### src/rtl/mix_digest_sink.sv
// mix_digest_sink
//
// Collects a frame of up to eight 32-bit words into lanes L0..L7, runs
// ROUNDS mixing rounds (one per clock), then offers the XOR of all lanes as
// a single 32-bit digest.
//
// Ports
//   clk, rst     rising-edge clock, synchronous active-high reset
//   in_valid     in_data / in_last are valid
//   in_ready     block accepts a word this cycle (only while loading)
//   in_data      frame word; the k-th accepted word loads lane Lk
//   in_last      marks the final word of a frame
//   out_valid    digest is available
//   out_ready    downstream takes the digest
//   out_digest   L0^L1^...^L7 after the final round
//   out_err      frame reached eight words without in_last on the eighth
//   dbg_state    current FSM state (LOAD=0, MIX=1, OUT=2) for observation
//
// Handshake: a transfer happens on a rising edge where valid && ready are
// both high. The producer holds valid and payload until that edge; ready may
// change freely and never depends on valid. While out_valid is high,
// out_digest and out_err do not change.
module mix_digest_sink #(
    parameter int unsigned ROUNDS = 4    // legal range 1..255
) (
    input  logic        clk,
    input  logic        rst,
    input  logic        in_valid,
    output logic        in_ready,
    input  logic [31:0] in_data,
    input  logic        in_last,
    output logic        out_valid,
    input  logic        out_ready,
    output logic [31:0] out_digest,
    output logic        out_err,
    output logic [1:0]  dbg_state
);

    typedef enum logic [1:0] {
        S_LOAD = 2'd0,
        S_MIX  = 2'd1,
        S_OUT  = 2'd2
    } state_t;

    typedef logic [7:0][31:0] lanes_t;

    localparam logic [7:0] LAST_RND = 8'(ROUNDS - 1);

    // Lanes not written by a short frame keep the value Li = i.
    function automatic lanes_t pad_lanes();
        lanes_t l;
        for (int i = 0; i < 8; i++) begin
            l[3'(i)] = 32'(i);
        end
        return l;
    endfunction

    // One round: steps A, B, C. Within each step the lanes are updated in
    // index order, so lane i already sees the new values of lanes 0..i-1.
    function automatic lanes_t mix_round(input lanes_t l_in);
        lanes_t m;
        m = l_in;
        for (int i = 0; i < 8; i++) begin
            m[3'(i)] = m[3'(i)] + m[3'(i + 7)];
        end
        for (int i = 0; i < 8; i++) begin
            m[3'(i)] = m[3'(i)] ^ (m[3'(i + 3)] << 16);
        end
        for (int i = 0; i < 8; i++) begin
            m[3'(i)] = m[3'(i)] - (m[3'(i + 2)] >> 17) + (m[3'(i + 4)] >> 12);
        end
        return m;
    endfunction

    function automatic logic [31:0] fold_lanes(input lanes_t l);
        logic [31:0] d;
        d = '0;
        for (int i = 0; i < 8; i++) begin
            d = d ^ l[3'(i)];
        end
        return d;
    endfunction

    state_t      state, state_nx;
    lanes_t      lanes;
    lanes_t      mixed;
    logic [2:0]  cnt;
    logic [7:0]  rcnt;
    logic        err_r;
    logic        accept;
    logic        frame_end;

    assign mixed     = mix_round(lanes);
    assign accept    = in_valid && in_ready;
    // The eighth word closes the frame even without in_last.
    assign frame_end = in_last || (cnt == 3'd7);
    assign dbg_state = state;

    always_comb begin
        state_nx  = state;
        in_ready  = 1'b0;
        out_valid = 1'b0;
        case (state)
            S_LOAD: begin
                in_ready = 1'b1;
                if (in_valid && frame_end) begin
                    state_nx = S_MIX;
                end
            end
            S_MIX: begin
                if (rcnt == LAST_RND) begin
                    state_nx = S_OUT;
                end
            end
            S_OUT: begin
                out_valid = 1'b1;
                if (out_ready) begin
                    state_nx = S_LOAD;
                end
            end
            default: state_nx = S_LOAD;
        endcase
    end

    always_ff @(posedge clk) begin
        if (rst) begin
            state      <= S_LOAD;
            lanes      <= pad_lanes();
            cnt        <= 3'd0;
            rcnt       <= 8'd0;
            err_r      <= 1'b0;
            out_digest <= 32'd0;
            out_err    <= 1'b0;
        end else begin
            state <= state_nx;
            case (state)
                S_LOAD: begin
                    if (accept) begin
                        lanes[cnt] <= in_data;
                        cnt        <= cnt + 3'd1;
                        if (frame_end) begin
                            cnt   <= 3'd0;
                            rcnt  <= 8'd0;
                            err_r <= (cnt == 3'd7) && !in_last;
                        end
                    end
                end
                S_MIX: begin
                    lanes <= mixed;
                    rcnt  <= rcnt + 8'd1;
                    // Capture the result on the last round so the outputs
                    // are registered and stay put through the whole OUT phase
                    // and after it, until the next frame's result.
                    if (rcnt == LAST_RND) begin
                        out_digest <= fold_lanes(mixed);
                        out_err    <= err_r;
                    end
                end
                S_OUT: begin
                    if (out_ready) begin
                        lanes <= pad_lanes();
                        cnt   <= 3'd0;
                    end
                end
                default: ;
            endcase
        end
    end

endmodule

### config.mk
export PLATFORM = sky130hd
export DESIGN_NAME = mix_digest_sink
export DESIGN_NICKNAME = d
export VERILOG_FILES = /design/src/rtl/mix_digest_sink.sv
export SDC_FILE = /design/constraint.sdc
export NUM_CORES = 1
export LEC_CHECK = 0
export CAP_MARGIN = 20
export CORE_UTILIZATION = 28
export DETAILED_ROUTE_END_ITERATION = 12
export PLACE_DENSITY_LB_ADDON = 0.15
export SLEW_MARGIN = 20
export SYNTH_ARGS = -nofsm -noshare
export SYNTH_HDL_FRONTEND = slang
export SYNTH_SLANG_ARGS = --single-unit
### constraint.sdc
create_clock -name clk -period 1.5 [get_ports clk]
set_input_delay 0.45 -clock clk [delete_from_list [all_inputs] [get_ports clk]]
set_output_delay 0.45 -clock clk [all_outputs]
set_load 0.05 [all_outputs]
# After elaboration in Yosys (flattened, before gate mapping)
# Index checks and enable logic that the tools add are counted.
# word_totals
reg_bits	15
latchBits	0
ram_bits	0
mem_bits_ro	0
input_bits	37
output_inout_bits	37
elab_cells	42
mem_count	0
# classes
n_addsub	2
multipliers	0
n_div	0
order_cmp	0
eq_ne	9
shifts	0
muxes	13
n_bitwise	0
reduce_logical	13
# ops
op	count
two-way mux 8 bit	2
one-hot mux 8 bit (2 select lines)	1
AND reduction 3 bit	4
inequality test 2 bit (second input constant)	5
two-way mux 3 bit	3
adder 8 x 1 -> 8 bit (second input constant)	1
equality test 8 x 2 -> 1 bit (second input constant)	1
two-way mux 2 bit	3
one-hot mux 2 bit (3 select lines)	1
one-hot mux 3 bit (2 select lines)	1
nonzero test 2 bit	2
adder 3 x 1 -> 3 bit (second input constant)	1
equality test 3 bit (second input constant)	1
logical AND 1 bit	3
equality test 2 x 1 -> 1 bit (second input constant)	1
equality test 2 bit (second input constant)	1
logical NOT 2 bit	1
two-way mux 1 bit	2
AND reduction 2 bit	1
logical NOT 1 bit	1
logical OR 1 bit	1

# Logic depth before layout (Yosys ltp)
# Gate-level depths: netlist (run 1).
# logic_depth
depth_word	5
mapped_depth	6
mapped_depth_nobuf	6

# Least setup slack after synthesis (run 1)
# No wires, ideal clock.
# synth_path
kind	register to register
start	register state[0] (netlist: dbg_state[0])
end	register rcnt[2]
setup_time_ps	124
t_arrival_ps	1991
required_ps	1376
path_slack_ps	-614
stages_incl_launch_ff	6
n_path_buf	1
period_less_slack_ps	2114
path_cell_list	dfxtp_1 > buf_4 > nor2_1 > nand2_1 > o21bai_2 > nor2_1
# synth_between
elab_chain_cells	5
word_cells_on_any_way	9
classes_between	eq/ne: 3; mux: 2; reduce/logical: 4
# synth_lines
item	line_no	rtl
start, declared	84	state_t state, state_nx;
start signal, assigned	135	state <= state_nx;
logical NOT 2 bit	103	case (state)
two-way mux 1 bit	103	
via in_ready	29	output logic in_ready,
logical AND 1 bit	94	assign accept = in_valid && in_ready;
inequality test 2 bit (no line)	n/a	
AND reduction 3 bit (no line)	n/a	
end signal, assigned	150	rcnt <= rcnt + 8'd1;
end, declared	88	logic [7:0] rcnt;
# The timed path passes the listed nets, and every way through them passes these cells.
# A chain may end at the register's enable or synchronous reset.

# Worst setup path after layout (run 1)
# layout_path
start	register cnt[1]
end	register rcnt[5]
# layout_between
elab_chain_cells	4
# layout_lines
item	line_no	rtl
start, declared	87	logic [2:0] cnt;
start signal, assigned	140	cnt <= cnt + 3'd1;
equality test 3 bit	96	assign frame_end = in_last || (cnt == 3'd7);
logical OR 1 bit	96	
inequality test 2 bit (no line)	n/a	
AND reduction 3 bit (no line)	n/a	
# Every way passes these cells.

==> results of run 1 <==
==> Yosys cell counts, types with 2 or more instances <==
| cell type | number |
|---|---|
| a211oi_1 | 2 |
| a21oi_1 | 3 |
| a22oi_1 | 2 |
| buf_4 | 33 |
| dfxtp_1 | 15 |
| ha_1 | 3 |
| mux2i_1 | 2 |
| nand2_1 | 4 |
| nand3_1 | 3 |
| nor2_1 | 14 |
| nor3_1 | 3 |
| o21ai_0 | 3 |
| or3_1 | 2 |
| or4_4 | 2 |
| xnor2_1 | 2 |
==> report_power, final <==
group | leakage (uW) | switching [uW] | internal, uW
Clock | 0.0000150 | 134 | 103
Sequential | 0.000124 | 11.3 | 403
Combinational | 0.000382 | 232 | 60.1
==> area by class of cell <==
class | instances | area, um2
multi-input cells | 94 | 604
inverters | 2 | 12.5
well taps | 46 | 57.6
repair buffers | 27 | 273
clock buffers | 4 | 26.3
fillers | 367 | 2080
flip-flops and latches | 15 | 310
==> timing repair <==
item                                    in CTS  in global routing
pin swaps                                    1                  1
gates resized for setup                      6                  4
endpoints found under the setup margin       3                  5
buffers inserted                             4                  2
==> cell usage in the layout (no fill, tap or decap), types with 2 or more instances in the layout <==
cell / synthesis / routed
nand2_1: 4 / 4
buf_4: 33 / 18
clkbuf_4: 0 / 3
nand3_1: 3 / 3
xnor2_1: 2 / 2
nor3_1: 3 / 3
clkdlybuf4s50_1: 0 / 2
dfxtp_1: 15 / 11
o21ai_0: 3 / 3
dfxtp_4: 0 / 2
buf_12: 0 / 5
conb_1: 1 / 32
dlygate4sd2_1: 0 / 2
ha_4: 0 / 2
mux2i_1: 2 / 2
a211oi_1: 2 / 2
a21oi_1: 3 / 2
or4_4: 2 / 2
or3_1: 2 / 2
nor2_4: 0 / 2
a21oi_2: 1 / 2
dfxtp_2: 0 / 2
a22oi_1: 2 / 2
nor2_1: 14 / 12
==> stage by stage <==
stage | TNS [ns] | cells
after detailed placement | -3.10 | 178
final | 0 | 188
after global placement | -2.95 | 178
after CTS | 0 | 186
after global routing | -0.0433 | 188
after floorplan | 0 | 145
==> cells by family after synthesis <==
kind of cell	synth area share, %
compound gates	16.3
mux	3.14
xor+xnor	2.64
flops	30.1
fa+ha+maj	3.76
other cells	0.376
buf+inv	26.0
simple gates	17.7
==> worst reg2reg max path: cells and delay by family (launching register included) <==
family / cells / cell delay (ns)
compound gates: 3 / 0.33
fa+ha+maj: 2 / 0.30
simple gates: 1 / 0.42
flops: 1 / 0.36
==> per-layer routing <==
layer  wire (um)  part of all wire [%]  vias to the layer above  track usage [%]
li1            -                     -                      392                -
met1         797                    46                      339             13.0
met2         858                    49                       23             17.1
met3          81                   4.6                        2             4.41
met4          10                  0.57                        0             3.81
met5           0                     0                        -                0
==> worst min path at each step <==
stage	cells after the start	start	slack [ns]	endpoint
6_report	2	rcnt[6]$_SDFFE_PP0P_	0.51	rcnt[6]$_SDFFE_PP0P_
5_1_grt	2	rcnt[6]$_SDFFE_PP0P_	0.55	rcnt[6]$_SDFFE_PP0P_
4_1_cts	2	rcnt[7]$_SDFFE_PP0P_	0.50	rcnt[7]$_SDFFE_PP0P_
3_5_place_dp	2	rcnt[7]$_SDFFE_PP0P_	0.48	rcnt[7]$_SDFFE_PP0P_
3_3_place_gp	2	rcnt[7]$_SDFFE_PP0P_	0.48	rcnt[7]$_SDFFE_PP0P_
2_1_floorplan	2	rcnt[7]$_SDFFE_PP0P_	0.46	rcnt[7]$_SDFFE_PP0P_
==> registers in the layout (all words and copies together) (netlist names) <==
| name | cells |
|---|---|
| dbg_state | 2 |
| out_err | 1 |
| cnt | 3 |
| rcnt | 8 |
| err_r | 1 |
==> metrics.md, run 1 <==
| Metric | Value |
|---|---|
| Post-route ant nets | 0 |
| Crit path largest cell delay | around 0.42 ns |
| Post-layout nets | around 180 |
| Die width | just over 60 um |
| Die Y | between 60 and 70 um |
| Initial antenna violation count | 0 |
| Clk sink count | 15 |
| PD cells | around 740 nW/um2 |
| Area delta synth->final | 28.7% |
| Clock-pin transition on the worst setup and hold timing paths | approximately 0.090 ns |
| Number of distinct library cells after synthesis | 36 |
| CP startpoint | cnt[1]$_SDFFE_PP0P_ |
| Vias post-DR | between 700 and 800 |
| Capture instance of the worst register-to-register path | rcnt[5]$_SDFFE_PP0P_ |
| Global-route wire length before repair | around 2900 um |
| Reg2reg start | cnt[1]$_SDFFE_PP0P_ |
| Post-place setup slack | -0.350 ns |
| CP endpoint | rcnt[5]$_SDFFE_PP0P_ |
| Hold Fails Final Rpt | 0 |
| Critical path startpoint category | flop |
| RSZ-0062 raised after global routing | yes |
| Yosys top cell by area | dfxtp_1 |
| WL per Instance | 9.30 um |
| CP delay by family, top | simple AND/OR/NAND/NOR gates |
| Crit end category | flop |
| Setup violations, final | 0 |
| Crit-path cells | ha_4 -> ha_4 -> o21a_4 -> o21ai_4 -> or4_4 -> a21oi_2 |
| Total of max-cap violations | 0 |
| Max Slew Vio Count | 0 |
| WP depth | 6 |
| Data arrival time of the worst path | 1.70 ns |
| Share of layout cells above drive strength 1 | 32.4% |
| Crit-path max FO | 7 |
| CTS Buf Count | 3 |
| Register area share after synthesis | between 30% and 40% |
| Worst Skew | ~0.0018 ns |
| Post-DP Area | roughly 1200 um2 |
| Slowest-stage cell, CP | or4_4 |
| Number of synthesized flops with an enable pin | 0 |
| Ranking of synthesized cells by area | dfxtp_1 30%, buf_4 25%, nor2_1 5.3%, ha_1 3.8%, or4_4 2.3% |
| CP Buf/Inv Count | 0 |
| I/O pin cnt | between 70 and 80 |
| Mapped Area | ~1000 um2 |
| Drt total wl | ~1700 um |
| CTS tree | done |
| Final hold slack | 0.510 ns |
| Latest clock arrival within the worst-skew pair | around 0.29 ns |
| Yosys top cell area share | 30.1% |
| H-tree depth | 1 |
| Row cnt | 21 |
| Cts hold-fix bufs | 0 |
| Ys Warns | 0 |
| Port Buffers | 9 |
| CTS Buffer Depth | 2 |
| Setup slack, reg-to-reg | around 0.029 ns |
| Via density | 4.02 |
| P_leak | about 0.00052 uW |
| Initial Util | ~30% |
| Synth Instances | approximately 110 |
| Most used cell, CP | ha_4 |
| Flops & latches, synth | 15 |
| Syn_area_per_cell | ~8.7 um2 |
| Setup Crit Path Kind | reg -> reg |
| Iteration-0 DRC Markers | 12 |
| # diodes | 0 |
| Grt ovf | 0 |
| Cell area after layout | 1280 um2 |
| Largest net degree at the start of global routing | 10 |
| Max Fclk | 680 MHz |
| Critical Path RT | 1.73 ns |
| Final worst slack | 0.0294 ns |
| Root Driver | clkbuf_4 |
| Vias in the first global route | 673 |
| Final Cycle Share | a little over nine tenths |
| Primary FF master, synth | dfxtp_1 |
| Ys async rst share | 0% |
| Core area | roughly 3400 um2 |
| DRC viols | 0 |
| Design Power | approximately 940 uW |
| Placer Congestion | about 0.73 |
| Layout Utilization | 38.2% |
| R2R depth | 6 |
| Type of the worst min-delay path | reg -> reg |
| Status | completed |
| Pre-Repair DR Iteration Count | 4 |
| Peak VDD IR | 0.000389 V |
| Detail Placement HPWL | 1340 um |
| Total track usage | 10.7% |
| Min Tclk post-route | between 1 and 1.5 ns |
| Total Die Area | approximately 3800 um2 |
Power figures use the tool's default switching activity.
==> inputs of run 2 (changes only) <==
--- a/config.mk
+++ b/config.mk
@@ -6,8 +6,10 @@
 export NUM_CORES = 1
 export LEC_CHECK = 0
 export CAP_MARGIN = 20
+export CORE_MARGIN = 3
 export CORE_UTILIZATION = 28
 export DETAILED_ROUTE_END_ITERATION = 12
+export DONT_BUFFER_PORTS = 1
 export PLACE_DENSITY_LB_ADDON = 0.15
 export SLEW_MARGIN = 20
 export SYNTH_ARGS = -nofsm -noshare
==> run 2 against run 1 <==
Against the previous run: via count fell by 4.8%; clock skew rose by 0.0013 ns; power fell by 3.7%; die area rose by 13%; clock-buffer cell count did not move; fmax rose by 0.52%; worst hold slack got worse by 0.30 ns; worst setup slack improved by 0.0076 ns; sequential share of layout area rose by 3.1 points; clock power fell by 2%; critical endpoint unchanged.
==> metrics.md, run 2 (same netlist as run 1, synthesis figures left out) <==
| Metric | Value |
|---|---|
| Crit end category | flop |
| CTS tree | done |
| P_leak | 0.000448 uW (-14%) |
| Grt ovf | 0 (unchanged) |
| Total of max-cap violations | 0 (unchanged) |
| Critical path startpoint category | flop |
| Cts hold-fix bufs | 0 (unchanged) |
| Post-layout nets | 170 (-7.1%) |
| Type of the worst min-delay path | in -> reg |
| Pre-Repair DR Iteration Count | 4 (unchanged) |
| Max FFs per register | 8 (unchanged) |
| Row cnt | 21 (unchanged) |
| Critical Path RT | 1.73 ns (about the same) |
| Commonest non-fill, non-tap cells in the layout | 32 x conb_1, 12 x nor2_1, 12 x buf_4, 11 x dfxtp_1, 4 x nand2_1 |
| Total track usage | 9.11% (-1.6 points) |
| Total Die Area | 4310 um2 (+13%) |
| Final Cycle Share | 97.5% (-0.50 points) |
| Non-filler cells, final | 175 (-6.9%) |
| Placer Congestion | 0.739 (+0.90%) |
| RSZ-0062 raised after global routing | yes |
| Most common cell after layout, fill and taps aside | conb_1 |
| I/O pin cnt | 74 (unchanged) |
| Setup violations, final | 0 (unchanged) |
| CTS Buf Count | 3 (unchanged) |
| Status | completed |
| Hold Fails Final Rpt | 0 (unchanged) |
| Data arrival time of the worst path | 1.69 ns (about the same) |
| Max Slew Vio Count | 0 (unchanged) |
| Area delta synth->final | 14.2% |
| Slew margin rel. | between 60% and 70% |
| Core area | 3390 um2 (+0.78%) |
| Min Tclk post-route | 1.46 ns (-0.00757 ns) |
| Placed cells | 168 (-5.6%) |
| Register name with the most flops | rcnt |
| Root Driver | clkbuf_4 |
| Clock-pin transition on the worst setup and hold timing paths | 0.09 ns (about the same) |
| Largest net degree at the start of global routing | 11 (+1) |
| Design Power | 909 uW (-3.7%) |
| Global-route wire length before repair | 3080 um (+5.4%) |
| Initial Util | 29.4% (-0.23 points) |
| Worst Skew | 0.00314 ns (+0.00134 ns) |
| Crit-path max FO | 7 (unchanged) |
| Iteration-0 DRC Markers | 12 (unchanged) |
| Share of layout cells above drive strength 1 | 29.5% (-2.9 points) |
| PD cells | 799 nW/um2 (+8.6%) |
| Initial antenna violation count | 0 (unchanged) |
| Latest clock arrival within the worst-skew pair | 0.28 ns (about the same) |
| Setup Crit Path Kind | reg -> reg |
| Final hold slack | 0.210 ns (-0.300 ns) |
| # diodes | 0 (unchanged) |
| DRC viols | 0 (unchanged) |
| Drt total wl | 1870 um (+6.8%) |
| Port Buffers | 0 (-9) |
| Die Y | 65.7 um (+6.5%) |
| Clk sink count | 15 (unchanged) |
| Post-route ant nets | 0 (unchanged) |
| Vias post-DR | 720 (-4.8%) |
| Worst Tran Pin Value | 0.526 ns |
| Peak VDD IR | 0.000492 V (+27%) |
| WL per Instance | 10.7 um (+15%) |
| Via density | 4.11 (+2.3%) |
| H-tree depth | 1 (unchanged) |
| Vias in the first global route | 677 (+0.59%) |
| Max Fclk | 684 MHz (+0.52%) |
| Die width | 65.7 um (+6.5%) |
| CTS Buffer Depth | 2 (unchanged) |
| Detail Placement HPWL | 1460 um (+8.7%) |
[run 2: changes by cell type in the layout (fill, tap and decap cells not counted), sizes merged]
cell,delta
buf,-9
clkdlybuf4s50,-2
dlygate4sd2,-2
[run 2: layout make-up]
type | instances | area, um2
clock buffer | 4 | 26.3
fill | 373 | 2250
inverter | 2 | 10.0
multi-input combinational | 94 | 609
sequential | 15 | 310
tap | 46 | 57.6
timing repair buffer | 14 | 125
[run 2: power by group]
group,internal (uW),switching (uW),leakage (uW)
logic,39.2,225,0.000309
clock network,103,130,0.0000150
registers,403,8.93,0.000124
total,545,364,0.000448
[run 2: critical path: stages (launching register included)]
cell and delay (ns):
dfxtp_2 0.36, ha_4 0.14, ha_4 0.15, o21a_4 0.15, o21ai_4 0.08, or4_4 0.42, a21oi_2 0.11
[run 2: path summary, 6_finish.rpt]
kind,startpoint,to,slack [ns],cells past startpoint
worst max register to register,cnt[1]$_SDFFE_PP0P_,rcnt[5]$_SDFFE_PP0P_,0.04,6
worst min register to register,err_r$_SDFFE_PP0P_,out_err$_SDFFE_PP0P_,0.51,2
worst max-delay path,cnt[1]$_SDFFE_PP0P_,rcnt[5]$_SDFFE_PP0P_,0.04,6
worst min-delay path,rst,dbg_state[1]$_SDFFE_PP0P_,0.21,1
[run 2: timing repair]
item                       CTS  global route
pin swaps                    1             3
gates resized for setup      6             5
buffers inserted             1             2
setup endpoints to repair    4            11
[run 2: per-layer routing]
layer / wire [um] / track usage (%)
met2: 943 / 15.0
met5: 0 / 0
met4: 14 / 1.55
met1: 775 / 10.6
met3: 132 / 4.62
[run 2: through the flow]
stage	instance area, um2	setup WS, ns	util (%)	TNS [ns]
global route	1140	-0.0174	33.6	-0.0280
finish	1140	0.0370	33.6	0
floorplan	1150	0.0338	-	0
detailed placement	1050	-0.00000222	30.9	-0.00000222
CTS	1110	0.0192	32.6	0
global placement	1050	0.0109	30.9	0
==> inputs of run 3 (changes only) <==
--- a/config.mk
+++ b/config.mk
@@ -11,7 +11,7 @@
 export DETAILED_ROUTE_END_ITERATION = 12
 export DONT_BUFFER_PORTS = 1
 export PLACE_DENSITY_LB_ADDON = 0.15
-export SLEW_MARGIN = 20
+export SLEW_MARGIN = 0
 export SYNTH_ARGS = -nofsm -noshare
 export SYNTH_HDL_FRONTEND = slang
 export SYNTH_SLANG_ARGS = --single-unit
==> results of run 3 <==
Final layout, timing and power as in run 2 (identical DEF).
